File: src/rtl/icache_dm_refill_pkg.sv
// Shared definitions for the direct-mapped refill cache.
//   - state_e   : miss-handling FSM states
//   - off_w/idx_w/tag_w : address field widths derived from the geometry
//   - addr_off/addr_idx/addr_tag/line_base : field extraction on a
//     zero-extended byte address (callers cast the result to field width)
package cache_pkg;

    typedef enum logic [1:0] {
        S_IDLE,
        S_LOOKUP,
        S_MREQ,
        S_MWAIT
    } state_e;

    // Field helpers operate on a wide container so one set of functions
    // serves every ADDR_W up to this limit.
    localparam int unsigned XADDR_W = 64;
    typedef logic [XADDR_W-1:0] xaddr_t;

    function automatic int unsigned off_w(input int unsigned words);
        return $clog2(words);
    endfunction

    function automatic int unsigned idx_w(input int unsigned lines);
        return $clog2(lines);
    endfunction

    function automatic int unsigned tag_w(input int unsigned addr_w,
                                          input int unsigned lines,
                                          input int unsigned words);
        return addr_w - idx_w(lines) - off_w(words) - 2;
    endfunction

    // Word offset within the line (byte bits [1:0] dropped).
    function automatic xaddr_t addr_off(input xaddr_t a, input int unsigned words);
        return (a >> 2) & xaddr_t'(words - 1);
    endfunction

    function automatic xaddr_t addr_idx(input xaddr_t a, input int unsigned lines,
                                        input int unsigned words);
        return (a >> (2 + off_w(words))) & xaddr_t'(lines - 1);
    endfunction

    function automatic xaddr_t addr_tag(input xaddr_t a, input int unsigned lines,
                                        input int unsigned words);
        return a >> (2 + off_w(words) + idx_w(lines));
    endfunction

    // Address with offset and byte bits cleared.
    function automatic xaddr_t line_base(input xaddr_t a, input int unsigned words);
        return a & ~xaddr_t'((words << 2) - 1);
    endfunction

endpackage

File: src/rtl/icache_dm_refill_if.sv
// Bus bundle between the CPU fetch/load stage, the cache and the
// line-wide memory model.
//   CPU side   : req_valid/req_addr/req_ready, resp_valid/resp_data/resp_hit
//   Memory side: mem_req_valid/mem_req_addr/mem_req_ready,
//                mem_resp_valid/mem_resp_data
//   Control    : flush; statistics hit_cnt/miss_cnt
// Modports: slave = cache view, master = environment (CPU + memory) view.
interface icache_dm_refill_if #(
    parameter int unsigned ADDR_W = 32,
    parameter int unsigned WORD_W = 32,
    parameter int unsigned WORDS  = 4,
    parameter int unsigned CNT_W  = 16
);
    logic                      req_valid;
    logic [ADDR_W-1:0]         req_addr;
    logic                      req_ready;
    logic                      resp_valid;
    logic [WORD_W-1:0]         resp_data;
    logic                      resp_hit;
    logic                      mem_req_valid;
    logic [ADDR_W-1:0]         mem_req_addr;
    logic                      mem_req_ready;
    logic                      mem_resp_valid;
    logic [WORDS*WORD_W-1:0]   mem_resp_data;
    logic                      flush;
    logic [CNT_W-1:0]          hit_cnt;
    logic [CNT_W-1:0]          miss_cnt;

    modport slave (
        input  req_valid, req_addr, mem_req_ready, mem_resp_valid, mem_resp_data, flush,
        output req_ready, resp_valid, resp_data, resp_hit, mem_req_valid, mem_req_addr,
               hit_cnt, miss_cnt
    );

    modport master (
        output req_valid, req_addr, mem_req_ready, mem_resp_valid, mem_resp_data, flush,
        input  req_ready, resp_valid, resp_data, resp_hit, mem_req_valid, mem_req_addr,
               hit_cnt, miss_cnt
    );
endinterface

File: src/rtl/icache_dm_refill_sat_counter.sv
// Saturating up-counter: increments on inc_i, sticks at all-ones.
//   clk_i  : clock
//   rst_ni : synchronous active-low reset (count -> 0)
//   inc_i  : increment request
//   cnt_o  : current count
module sat_counter #(
  parameter int unsigned W = 16
) (
  input  logic         clk_i,
  input  logic         rst_ni,
  input  logic         inc_i,
  output logic [W-1:0] cnt_o
);
  logic [W-1:0] cnt_q;
  logic [W-1:0] cnt_d;

  always_comb begin
    cnt_d = cnt_q;
    if (inc_i && (cnt_q != '1)) begin
      cnt_d = cnt_q + W'(1);
    end
  end

  always_ff @(posedge clk_i) begin
    if (!rst_ni) begin
      cnt_q <= '0;
    end else begin
      cnt_q <= cnt_d;
    end
  end

  assign cnt_o = cnt_q;
endmodule

File: src/rtl/icache_dm_refill.sv
// Direct-mapped read-only cache with a blocking miss-refill controller.
//   clk   : clock, all state on the rising edge
//   rst_n : synchronous active-low reset (valid bits, FSM, outputs, counters)
//   bus   : icache_dm_refill_if.slave
//           CPU request/response, line-fill request/response, flush,
//           saturating hit/miss counters
// Only the valid bits are reset; tag and data arrays are plain storage.
module icache_dm_refill
    import cache_pkg::*;
#(
    parameter int unsigned ADDR_W = 32,
    parameter int unsigned WORD_W = 32,
    parameter int unsigned LINES  = 8,
    parameter int unsigned WORDS  = 4,
    parameter int unsigned CNT_W  = 16
) (
    input logic             clk,
    input logic             rst_n,
    icache_dm_refill_if.slave bus
);
    localparam int unsigned OFF_W  = off_w(WORDS);
    localparam int unsigned IDX_W  = idx_w(LINES);
    localparam int unsigned TAG_W  = tag_w(ADDR_W, LINES, WORDS);
    localparam int unsigned LINE_W = WORDS * WORD_W;

    state_e              state_q;
    logic [ADDR_W-1:0]   addr_q;
    logic [LINES-1:0]    valid_q;
    logic [TAG_W-1:0]    tag_q  [LINES];
    logic [LINE_W-1:0]   data_q [LINES];

    logic                req_ready_q;
    logic                resp_valid_q;
    logic                resp_hit_q;
    logic [WORD_W-1:0]   resp_data_q;
    logic                mem_req_valid_q;
    logic [ADDR_W-1:0]   mem_req_addr_q;

    xaddr_t              addr_x;
    logic [OFF_W-1:0]    off;
    logic [IDX_W-1:0]    idx;
    logic [TAG_W-1:0]    tag;
    logic [ADDR_W-1:0]   line_addr;
    logic                hit;
    logic                fill;
    logic [WORD_W-1:0]   hit_word;
    logic [WORD_W-1:0]   fill_word;
    logic                hit_inc;
    logic                miss_inc;
    logic [CNT_W-1:0]    hit_cnt_w;
    logic [CNT_W-1:0]    miss_cnt_w;

    assign addr_x    = xaddr_t'(addr_q);
    assign off       = OFF_W'(addr_off(addr_x, WORDS));
    assign idx       = IDX_W'(addr_idx(addr_x, LINES, WORDS));
    assign tag       = TAG_W'(addr_tag(addr_x, LINES, WORDS));
    assign line_addr = ADDR_W'(line_base(addr_x, WORDS));

    // A flush in the lookup cycle forces a miss.
    assign hit      = valid_q[idx] && (tag_q[idx] == tag) && !bus.flush;
    assign fill     = (state_q == S_MWAIT) && bus.mem_resp_valid;
    assign hit_inc  = (state_q == S_LOOKUP) && hit;
    assign miss_inc = (state_q == S_LOOKUP) && !hit;

    always_comb begin
        hit_word  = '0;
        fill_word = '0;
        for (int unsigned w = 0; w < WORDS; w++) begin
            if (off == OFF_W'(w)) begin
                hit_word  = data_q[idx][w*WORD_W +: WORD_W];
                fill_word = bus.mem_resp_data[w*WORD_W +: WORD_W];
            end
        end
    end

    always_ff @(posedge clk) begin
        if (!rst_n) begin
            state_q         <= S_IDLE;
            addr_q          <= '0;
            valid_q         <= '0;
            req_ready_q     <= 1'b1;
            resp_valid_q    <= 1'b0;
            resp_hit_q      <= 1'b0;
            resp_data_q     <= '0;
            mem_req_valid_q <= 1'b0;
            mem_req_addr_q  <= '0;
        end else begin
            resp_valid_q <= 1'b0;
            // Clear precedes the fill write below so an in-flight fill
            // still installs its own line after a flush.
            if (bus.flush) begin
                valid_q <= '0;
            end
            case (state_q)
                S_IDLE: begin
                    if (bus.req_valid) begin
                        addr_q      <= bus.req_addr;
                        req_ready_q <= 1'b0;
                        state_q     <= S_LOOKUP;
                    end
                end
                S_LOOKUP: begin
                    if (hit) begin
                        resp_valid_q <= 1'b1;
                        resp_hit_q   <= 1'b1;
                        resp_data_q  <= hit_word;
                        req_ready_q  <= 1'b1;
                        state_q      <= S_IDLE;
                    end else begin
                        mem_req_valid_q <= 1'b1;
                        mem_req_addr_q  <= line_addr;
                        state_q         <= S_MREQ;
                    end
                end
                S_MREQ: begin
                    if (bus.mem_req_ready) begin
                        mem_req_valid_q <= 1'b0;
                        state_q         <= S_MWAIT;
                    end
                end
                S_MWAIT: begin
                    if (bus.mem_resp_valid) begin
                        valid_q[idx] <= 1'b1;
                        resp_valid_q <= 1'b1;
                        resp_hit_q   <= 1'b0;
                        resp_data_q  <= fill_word;
                        req_ready_q  <= 1'b1;
                        state_q      <= S_IDLE;
                    end
                end
            endcase
        end
    end

    always_ff @(posedge clk) begin
        if (rst_n && fill) begin
            tag_q[idx]  <= tag;
            data_q[idx] <= bus.mem_resp_data;
        end
    end

    sat_counter #(.W(CNT_W)) u_hit_cnt (
        .clk_i  (clk),
        .rst_ni (rst_n),
        .inc_i  (hit_inc),
        .cnt_o  (hit_cnt_w)
    );

    sat_counter #(.W(CNT_W)) u_miss_cnt (
        .clk_i  (clk),
        .rst_ni (rst_n),
        .inc_i  (miss_inc),
        .cnt_o  (miss_cnt_w)
    );

    assign bus.req_ready     = req_ready_q;
    assign bus.resp_valid    = resp_valid_q;
    assign bus.resp_hit      = resp_hit_q;
    assign bus.resp_data     = resp_data_q;
    assign bus.mem_req_valid = mem_req_valid_q;
    assign bus.mem_req_addr  = mem_req_addr_q;
    assign bus.hit_cnt       = hit_cnt_w;
    assign bus.miss_cnt      = miss_cnt_w;
endmodule

File: src/flat_wrapper.sv
// flat-port wrapper written by rule: the top's interface ports become plain ports
module icache_dm_refill_flat import cache_pkg::*;
#(
    parameter int unsigned ADDR_W = 32,
    parameter int unsigned WORD_W = 32,
    parameter int unsigned LINES  = 8,
    parameter int unsigned WORDS  = 4,
    parameter int unsigned CNT_W  = 16
)
  (clk, rst_n, bus_req_valid, bus_req_addr, bus_mem_req_ready, bus_mem_resp_valid, bus_mem_resp_data, bus_flush, bus_req_ready, bus_resp_valid, bus_resp_data, bus_resp_hit, bus_mem_req_valid, bus_mem_req_addr, bus_hit_cnt, bus_miss_cnt);
  icache_dm_refill_if #(.ADDR_W(ADDR_W), .WORD_W(WORD_W), .WORDS(WORDS), .CNT_W(CNT_W)) bus_i ();
  input logic clk;
  input logic rst_n;
  input wire logic [$bits(bus_i.req_valid)-1:0] bus_req_valid;
  input wire logic [$bits(bus_i.req_addr)-1:0] bus_req_addr;
  input wire logic [$bits(bus_i.mem_req_ready)-1:0] bus_mem_req_ready;
  input wire logic [$bits(bus_i.mem_resp_valid)-1:0] bus_mem_resp_valid;
  input wire logic [$bits(bus_i.mem_resp_data)-1:0] bus_mem_resp_data;
  input wire logic [$bits(bus_i.flush)-1:0] bus_flush;
  output wire logic [$bits(bus_i.req_ready)-1:0] bus_req_ready;
  output wire logic [$bits(bus_i.resp_valid)-1:0] bus_resp_valid;
  output wire logic [$bits(bus_i.resp_data)-1:0] bus_resp_data;
  output wire logic [$bits(bus_i.resp_hit)-1:0] bus_resp_hit;
  output wire logic [$bits(bus_i.mem_req_valid)-1:0] bus_mem_req_valid;
  output wire logic [$bits(bus_i.mem_req_addr)-1:0] bus_mem_req_addr;
  output wire logic [$bits(bus_i.hit_cnt)-1:0] bus_hit_cnt;
  output wire logic [$bits(bus_i.miss_cnt)-1:0] bus_miss_cnt;
  assign bus_i.req_valid = bus_req_valid;
  assign bus_i.req_addr = bus_req_addr;
  assign bus_i.mem_req_ready = bus_mem_req_ready;
  assign bus_i.mem_resp_valid = bus_mem_resp_valid;
  assign bus_i.mem_resp_data = bus_mem_resp_data;
  assign bus_i.flush = bus_flush;
  assign bus_req_ready = bus_i.req_ready;
  assign bus_resp_valid = bus_i.resp_valid;
  assign bus_resp_data = bus_i.resp_data;
  assign bus_resp_hit = bus_i.resp_hit;
  assign bus_mem_req_valid = bus_i.mem_req_valid;
  assign bus_mem_req_addr = bus_i.mem_req_addr;
  assign bus_hit_cnt = bus_i.hit_cnt;
  assign bus_miss_cnt = bus_i.miss_cnt;
  icache_dm_refill #(.ADDR_W(ADDR_W), .WORD_W(WORD_W), .LINES(LINES), .WORDS(WORDS), .CNT_W(CNT_W)) u_core (.clk(clk), .rst_n(rst_n), .bus(bus_i));
endmodule
File: config.mk
export PLATFORM = sky130hd
export DESIGN_NAME = icache_dm_refill_flat
export DESIGN_NICKNAME = d
export VERILOG_FILES = /design/src/rtl/icache_dm_refill_pkg.sv /design/src/rtl/icache_dm_refill_if.sv /design/src/rtl/icache_dm_refill_sat_counter.sv /design/src/rtl/icache_dm_refill.sv /design/src/flat_wrapper.sv
export SDC_FILE = /design/constraint.sdc
export NUM_CORES = 1
export LEC_CHECK = 0
export BUFFER_PORTS_ARGS = -buffer_cell sky130_fd_sc_hd__buf_2
export CAP_MARGIN = 30
export CORE_AREA = 4 4 332 334
export DETAILED_ROUTE_END_ITERATION = 6
export DIE_AREA = 0 0 336 338
export GPL_ROUTABILITY_DRIVEN = 0
export MAX_ROUTING_LAYER = met4
export PLACE_DENSITY = 0.67
export SLEW_MARGIN = 5
export SYNTH_ARGS = -nofsm -noshare
export SYNTH_HDL_FRONTEND = slang
export SYNTH_SLANG_ARGS = --single-unit
File: constraint.sdc
create_clock -name clk -period 36.1 [get_ports clk]
set_input_delay 1.805 -clock clk [delete_from_list [all_inputs] [get_ports clk]]
set_output_delay 1.805 -clock clk [all_outputs]
set_load 0.01 [all_outputs]
==> results of run 1 <==
## cells by family (layout without fill, tap and decap cells)
group,Yosys count,after routing,synth area share
and+or+nand+nor,385,385,0.0333
adders and majority gates,2,2,0.000470
xor gates and xnor gates,15,15,0.00247
other,1,31,0.0000705
DFF,1363,1363,0.743
muxes,448,448,0.169
AOI/OAI and AO/OA,312,312,0.0369
buffers and inverters,177,569,0.0151
## critical path, delay by kind of cell, from the launching register on
kind | cells | cell delay, ns
buf+inv | 3 | 1.57
compound gates | 4 | 0.92
mux | 2 | 0.81
flops | 1 | 0.74
simple gates | 1 | 0.62
xor+xnor | 1 | 0.35
## registers in the layout (all words and copies together) (netlist names), named ones only
name,count
u_core.data_q,1024
u_core.tag_q,200
u_core.bus.resp_data,32
u_core.addr_q,30
u_core.bus.mem_req_addr,28
u_core.u_hit_cnt.cnt_o,16
u_core.u_miss_cnt.cnt_o,16
u_core.valid_q,8
u_core.bus.mem_req_valid,1
u_core.bus.req_ready,1
u_core.bus.resp_hit,1
u_core.bus.resp_valid,1
u_core.state_q,1
## final timing paths
kind                                              end  slack (ns)  cells after the start
max reg2reg         u_core.bus.req_ready$_SDFFE_PN1P_       30.90                     11
max                 u_core.bus.req_ready$_SDFFE_PN1P_       30.90                     11
min          u_core.bus.mem_req_addr[21]$_SDFFE_PN0P_        0.45                      2
min reg2reg  u_core.bus.mem_req_addr[21]$_SDFFE_PN0P_        0.45                      2
## report_power, final
group | leakage [nW] | internal, W | total [W] | switching [W]
Sequential | 12.1 | 0.00172 | 0.00174 | 0.0000161
Clock | 2.22 | 0.000842 | 0.00142 | 0.000577
Combinational | 4.98 | 0.0000843 | 0.000187 | 0.000103
## layout make-up
class / instances / area share
diodes: 27 / 0.00111
clock buffers: 200 / 0.0664
clock inverters: 53 / 0.00847
inverters: 11 / 0.000680
multi-input cells: 1166 / 0.214
flip-flops and latches: 1363 / 0.651
well taps: 1403 / 0.0289
repair buffers: 305 / 0.0296
## through the flow
step           hold slack [ns]  setup WS [ns]  power [W]  area [µm²]  std cells
3_3_place_gp             0.429          30.28    0.00196       56000       4244
6_report                 0.452          30.90    0.00335       60700       4528
4_1_cts                  0.451          30.84    0.00337       60600       4499
5_1_grt                  0.470          30.66    0.00346       60700       4526
3_5_place_dp             0.443          30.84    0.00196       56100       4246
2_1_floorplan            0.421          22.89    0.00189       53200       2706
## metal layers
metal,part of all wire,routed length [µm],vias up,global-route usage
met3,0.075,9080,181,0.0467
met2,0.51,62000,1005,0.368
met5,0,0,-,-
li1,-,-,11700,-
met4,0.019,2260,0,0.0542
met1,0.40,48100,14400,0.285
## layout by cell type (no fill, tap or decap), types with 14 or more instances in the layout
cell type                   netlist  routed
sky130_fd_sc_hd__mux2_2          14      14
sky130_fd_sc_hd__xor2_1          14      14
sky130_fd_sc_hd__a31oi_1         16      16
sky130_fd_sc_hd__clkbuf_1        92      39
sky130_fd_sc_hd__nand3_1         33      33
sky130_fd_sc_hd__diode_2          0      27
sky130_fd_sc_hd__nand2_1        220     219
sky130_fd_sc_hd__clkbuf_16        0     149
sky130_fd_sc_hd__nor2_1          35      29
sky130_fd_sc_hd__buf_4           15      36
sky130_fd_sc_hd__or3_1           18      18
sky130_fd_sc_hd__o211ai_1        14      14
sky130_fd_sc_hd__clkinv_2         0      14
sky130_fd_sc_hd__edfxtp_1      1224    1224
sky130_fd_sc_hd__clkinv_1         1      19
sky130_fd_sc_hd__a21oi_1         99      99
sky130_fd_sc_hd__buf_2           32     258
sky130_fd_sc_hd__o21ai_0         74      74
sky130_fd_sc_hd__o22ai_1         18      18
sky130_fd_sc_hd__dfxtp_1        139     134
sky130_fd_sc_hd__mux4_2         358     358
sky130_fd_sc_hd__mux2i_1         75      75
==> results.py, run 1 <==
metrics = {
    "yosys": {
        "synth_enable_flop_cells": 1224,
        "synth_largest_area_cell": "sky130_fd_sc_hd__edfxtp_1",
        "syn-instance-count": 2703,
        "synth_seq_cells": 1363,
        "yosys.cell_count.top_type": "sky130_fd_sc_hd__edfxtp_1",
        "netlist_area_mm2": 0.0532,
        "synth_top_area_frac": 0.691,
        "postSynth.asyncResetShare": 0,
        "synth_top_flop_cell": "sky130_fd_sc_hd__edfxtp_1",
        "ranking_of_synthesized_cells_by_instance_count": "1224 x sky130_fd_sc_hd__edfxtp_1, 358 x sky130_fd_sc_hd__mux4_2, 220 x sky130_fd_sc_hd__nand2_1",
        "synth-warning-count": 0,
        "synthDistinctLibCells": 66,
        "syn-mean-instance-area_um2": 19.7,
        "yosys-top-cells-area": "sky130_fd_sc_hd__edfxtp_1 69%, sky130_fd_sc_hd__mux4_2 15%, sky130_fd_sc_hd__dfxtp_1 5.2%",
        "synth_sequential_area_ratio": 0.743,
    },
    "clocking": {
        "clock_tree.htree_level_count": 4,
        "cts_made_buffers": 140,
        "cts_post_setup_buffers_inserted": 0,
        "cts_tree": "done",
        "ctsHoldBuffers": 0,
        "worst_skew_pair_later_pin_latency_ns": 0.73,
        "tritoncts_num_sinks": 1363,
        "cts.clk_slew.worst_paths_ns": 0.06,
        "cts-root-buf": "sky130_fd_sc_hd__clkbuf_16",
        "cts-resized-gates": 0,
        "cts-root-to-sink-buffers": 3,
    },
    "detailed_routing": {
        "route.detailed.wl_per_inst_um": 26.8,
        "remaining_drc_errors": 0,
        "detail_route.iter0.violations": 2767,
        "totalWireLength_um": 121000,
        "antenna_left": 0,
        "route.vias.total": 27300,
        "drtPass1Iterations": 5,
        "viasPerCell": 6.02,
    },
    "sta": {
        "finalSetupViolations": 0,
        "rsz0062_at_grt": "false",
        "final-hold-violation-count": 0,
        "timing.final.max_slew_violations": 0,
        "max_clock_freq_ghz": 0.192,
        "setup_tns_ns": 0,
        "final_min_period_over_clock_period": 0.144,
        "finClkSkew_ns": 0.0316,
        "finalWorstPathRequiredPeriod_ns": 5.20,
        "max-slew-margin-rel": 0.291,
        "worstMarginPinSlew_ns": 1.06,
    },
    "grt": {
        "initial_antenna_violation_count": 37,
        "global_route.usage.total": 0.222,
        "pin_count_of_the_biggest_net_entering_global_routing": 155,
        "global_route.overflow_total": 0,
        "first_pass_grt_wire_length_um": 182000,
        "grt_pass1_vias": 28500,
    },
    "worst_hold_path": {
        "worst_hold_path_type": "register to register",
        "min-delay-start": "u_core.bus.mem_req_addr[21]$_SDFFE_PN0P_",
    },
    "worst_setup_path": {
        "worst-path-max-fanout": 154,
        "timing.critical_path.mode_cell": "sky130_fd_sc_hd__buf_4",
        "crit_path_top_delay_cell": "sky130_fd_sc_hd__dfxtp_4",
        "worstSetupPathType": "register to register",
        "worstSetupStartpointType": "register",
        "critPathArrivalTime_ns": 5.81,
        "cp_data_required_time_ns": 36.72,
        "crit_path_end_kind": "register",
        "critical-path-max-stage-delay_ns": 0.74,
        "critical_path.cell_chain": "buf_4 > buf_12 > mux4_2 > mux2i_1 > xor2_1 > o2111ai_1 > or4_4 > o31ai_4 > buf_4 > o211ai_1 > a211o_1",
    },
    "power": {
        "power_leakage_nw": 19.3,
        "ir_drop_mv": 0.0392,
        "power_per_cell_area_mw_per_mm2": 55.1,
    },
    "floorplanning": {
        "initial_core_util": 0.498,
        "io-pin-count": 266,
        "design.core.area_mm2": 0.107,
        "die_area_mm2": 0.114,
        "core.rowCount": 120,
        "floorplan.die.width_um": 336,
        "die-height_um": 338,
    },
    "layout": {
        "fin_nets": 3155,
        "final_util": 0.568,
        "synthToLayoutAreaGrowth_pct": 14.1,
        "post_route_cells_drive_above_1_share": 0.291,
        "fillers": 7928,
        "multi_input_area_mm2": 0.0130,
        "ff_latch_area_mm2": 0.0396,
    },
    "place": {
        "detailed_place_hpwl_um": 66600,
        "io_buffers": 259,
    },
    "flow_run": {
        "max_capacitance_violation_total": 0,
    },
    "outcome": {
        "outcome": "finished, final reports clean",
    },
}
Power figures use the tool's default switching activity.
==> inputs of run 2 (changes only) <==
==> constraint.sdc (replaced) <==
create_clock -name clk -period 5.4 [get_ports clk]
set_input_delay 0.27 -clock clk [delete_from_list [all_inputs] [get_ports clk]]
set_output_delay 0.27 -clock clk [all_outputs]
set_load 0.01 [all_outputs]
==> results.py, run 2 (synthesis gave the netlist of run 1 again) <==
metrics = {
    "layout": {
        "layout.cells.most_common": "sky130_fd_sc_hd__edfxtp_1",
        "number_of_standard_cells_in_the_layout_taps_in_and_fillers_out": 4709,
        "fin_nets": 3346,
        "synthToLayoutAreaGrowth_pct": 17.4,
        "ff_latch_area_mm2": 0.0396,
        "largest_register_ffs": 1024,
        "max_flop_register": "u_core.data_q",
        "post_route_cells_drive_above_1_share": 0.283,
        "fillers": 7784,
        "most_frequent_cells_in_the_layout": "1224 x sky130_fd_sc_hd__edfxtp_1, 358 x sky130_fd_sc_hd__mux4_2, 258 x sky130_fd_sc_hd__buf_2",
        "multi_input_area_mm2": 0.0130,
    },
    "sta": {
        "rsz0062_at_grt": "false",
        "holdWs_ns": 0.0459,
        "max-slew-margin-rel": 0.370,
        "max_clock_freq_ghz": 0.231,
        "finClkSkew_ns": 0.0287,
        "final_min_period_over_clock_period": 0.801,
        "worstMarginPinSlew_ns": 0.942,
        "finalWorstPathRequiredPeriod_ns": 4.32,
        "timing.final.max_slew_violations": 0,
        "final-hold-violation-count": 0,
        "finalSetupViolations": 0,
    },
    "floorplanning": {
        "core.rowCount": 120,
        "design.core.area_mm2": 0.107,
        "floorplan.die.width_um": 336,
        "io-pin-count": 266,
        "die-height_um": 338,
        "die_area_mm2": 0.114,
        "initial_core_util": 0.498,
    },
    "worst_setup_path": {
        "worstSetupStartpointType": "register",
        "reg2reg_to": "u_core.bus.mem_req_addr[23]$_SDFFE_PN0P_",
        "crit_path_end": "u_core.bus.mem_req_addr[23]$_SDFFE_PN0P_",
        "crit_path_end_kind": "register",
        "worstSetupPathType": "register to register",
        "setup.reg_to_reg.worst_slack_ns": 1.08,
        "cp_data_required_time_ns": 6.04,
        "worst-path-max-fanout": 28,
        "critPathArrivalTime_ns": 4.96,
        "worst_r2r_path_depth": 10,
    },
    "detailed_routing": {
        "wl_met2_um": 64700,
        "met3RoutedLength_um": 7170,
        "viasPerCell": 5.99,
        "route.vias.total": 28200,
        "totalWireLength_um": 124000,
        "highest-signal-layer": "met4",
        "detail_route.iter0.violations": 2638,
        "antenna_left": 0,
        "route.detailed.wl_per_inst_um": 26.3,
        "drtPass1Iterations": 6,
        "remaining_drc_errors": 0,
        "routedLengthMet1_um": 49400,
    },
    "clocking": {
        "cts_made_buffers": 139,
        "cts-root-buf": "sky130_fd_sc_hd__clkbuf_16",
        "clock_tree.htree_level_count": 4,
        "cts.clk_slew.worst_paths_ns": 0.06,
        "cts_tree": "done",
        "cts-resized-gates": 0,
        "tritoncts_num_sinks": 1363,
        "cts_post_setup_buffers_inserted": 0,
        "worst_skew_pair_later_pin_latency_ns": 0.75,
        "cts-root-to-sink-buffers": 3,
    },
    "worst_hold_path": {
        "worst_hold_path_type": "input port to register",
    },
    "grt": {
        "pin_count_of_the_biggest_net_entering_global_routing": 81,
        "grt_pass1_vias": 29600,
        "initial_antenna_violation_count": 16,
        "global_route.usage.total": 0.226,
        "first_pass_grt_wire_length_um": 186000,
        "global_route.overflow_total": 0,
    },
    "flow_run": {
        "max_capacitance_violation_total": 0,
    },
    "place": {
        "detailed_place_hpwl_um": 70800,
        "io_buffers": 259,
        "post-place-cells": 4278,
    },
    "power": {
        "ir_drop_mv": 0.243,
        "power_leakage_nw": 20.1,
        "power_per_cell_area_mw_per_mm2": 352,
        "fin_total_pwr_w": 0.0220,
    },
    "outcome": {
        "outcome": "finished, final reports clean",
    },
}
==> run 2: cell count changes in the layout (fill, tap and decap cells not counted), moves of 3 or more <==
cell	change
sky130_fd_sc_hd__clkinv_2	+14
sky130_fd_sc_hd__clkbuf_8	-4
sky130_fd_sc_hd__buf_4	+14
sky130_fd_sc_hd__bufinv_16	-3
sky130_fd_sc_hd__clkbuf_16	-8
sky130_fd_sc_hd__buf_12	+18
sky130_fd_sc_hd__diode_2	-9
sky130_fd_sc_hd__dlygate4sd3_1	+161
sky130_fd_sc_hd__clkinv_1	+13
sky130_fd_sc_hd__clkbuf_1	-13
==> run 2: final cells by class <==
type / count / share of cell area
well taps: 1403 / 0.0281
clock buffers: 174 / 0.0596
diodes: 18 / 0.000721
multi-input cells: 1166 / 0.208
flip-flops and latches: 1363 / 0.633
repair buffers: 497 / 0.0615
clock inverters: 77 / 0.00881
inverters: 11 / 0.000661
==> run 2: worst min-delay path by stage <==
stage | endpoint | start | depth (start not counted)
2_1_floorplan | u_core.data_q[0][0]$_DFFE_PP_ | bus_mem_resp_data[0] | 0
3_3_place_gp | u_core.valid_q[7]$_SDFF_PN0_ | u_core.valid_q[7]$_SDFF_PN0_ | 1
3_5_place_dp | u_core.valid_q[0]$_SDFF_PN0_ | u_core.valid_q[0]$_SDFF_PN0_ | 1
4_1_cts | u_core.bus.resp_data[19]$_SDFFE_PN0P_ | rst_n | 3
5_1_grt | u_core.bus.resp_data[15]$_SDFFE_PN0P_ | rst_n | 3
6_report | u_core.state_q[0]$_SDFFE_PN0P_ | bus_mem_resp_valid | 4
==> run 2: routing by layer <==
layer  track usage  up-vias
met5             -        -
met4        0.0578        0
met3        0.0393      177
met2         0.380      958
met1         0.289    15000
li1              -    12100
==> run 2: per-stage QoR <==
stage	setup TNS [ns]	cell area, µm²	worst slack (ns)	utilization
after floorplan	-244.36	53300	-0.270	-
after global placement	0	56500	1.33	0.529
after detailed placement	0	56600	1.23	0.529
after CTS	0	62400	1.19	0.584
after global routing	0	62500	0.830	0.585
final	0	62500	1.08	0.585
==> run 2: repair_timing <==
action / CTS / global route
hold endpoints to repair: 1068 / 0
hold buffers: 161 / 0
endpoints found under the setup margin: 0 / 0
==> run 2: power by group <==
group / leakage [nW] / total (W) / internal, W / switching (W)
Combinational: 5.85 / 0.00136 / 0.000645 / 0.000715
Sequential: 12.1 / 0.0116 / 0.0115 / 0.000116
Clock: 2.11 / 0.00901 / 0.00517 / 0.00384
Total: 20.1 / 0.0220 / 0.0173 / 0.00467
==> run 2: worst max-delay path: stages (launching register included) <==
cell and delay (ns):
sky130_fd_sc_hd__dfxtp_4 0.65, sky130_fd_sc_hd__buf_4 0.28, sky130_fd_sc_hd__mux4_2 0.51, sky130_fd_sc_hd__mux2i_1 0.17, sky130_fd_sc_hd__xor2_1 0.37, sky130_fd_sc_hd__o2111ai_1 0.19, sky130_fd_sc_hd__or4_4 0.61, sky130_fd_sc_hd__o31ai_4 0.65
sky130_fd_sc_hd__buf_4 0.41, sky130_fd_sc_hd__nand2_1 0.15, sky130_fd_sc_hd__a21oi_1 0.22
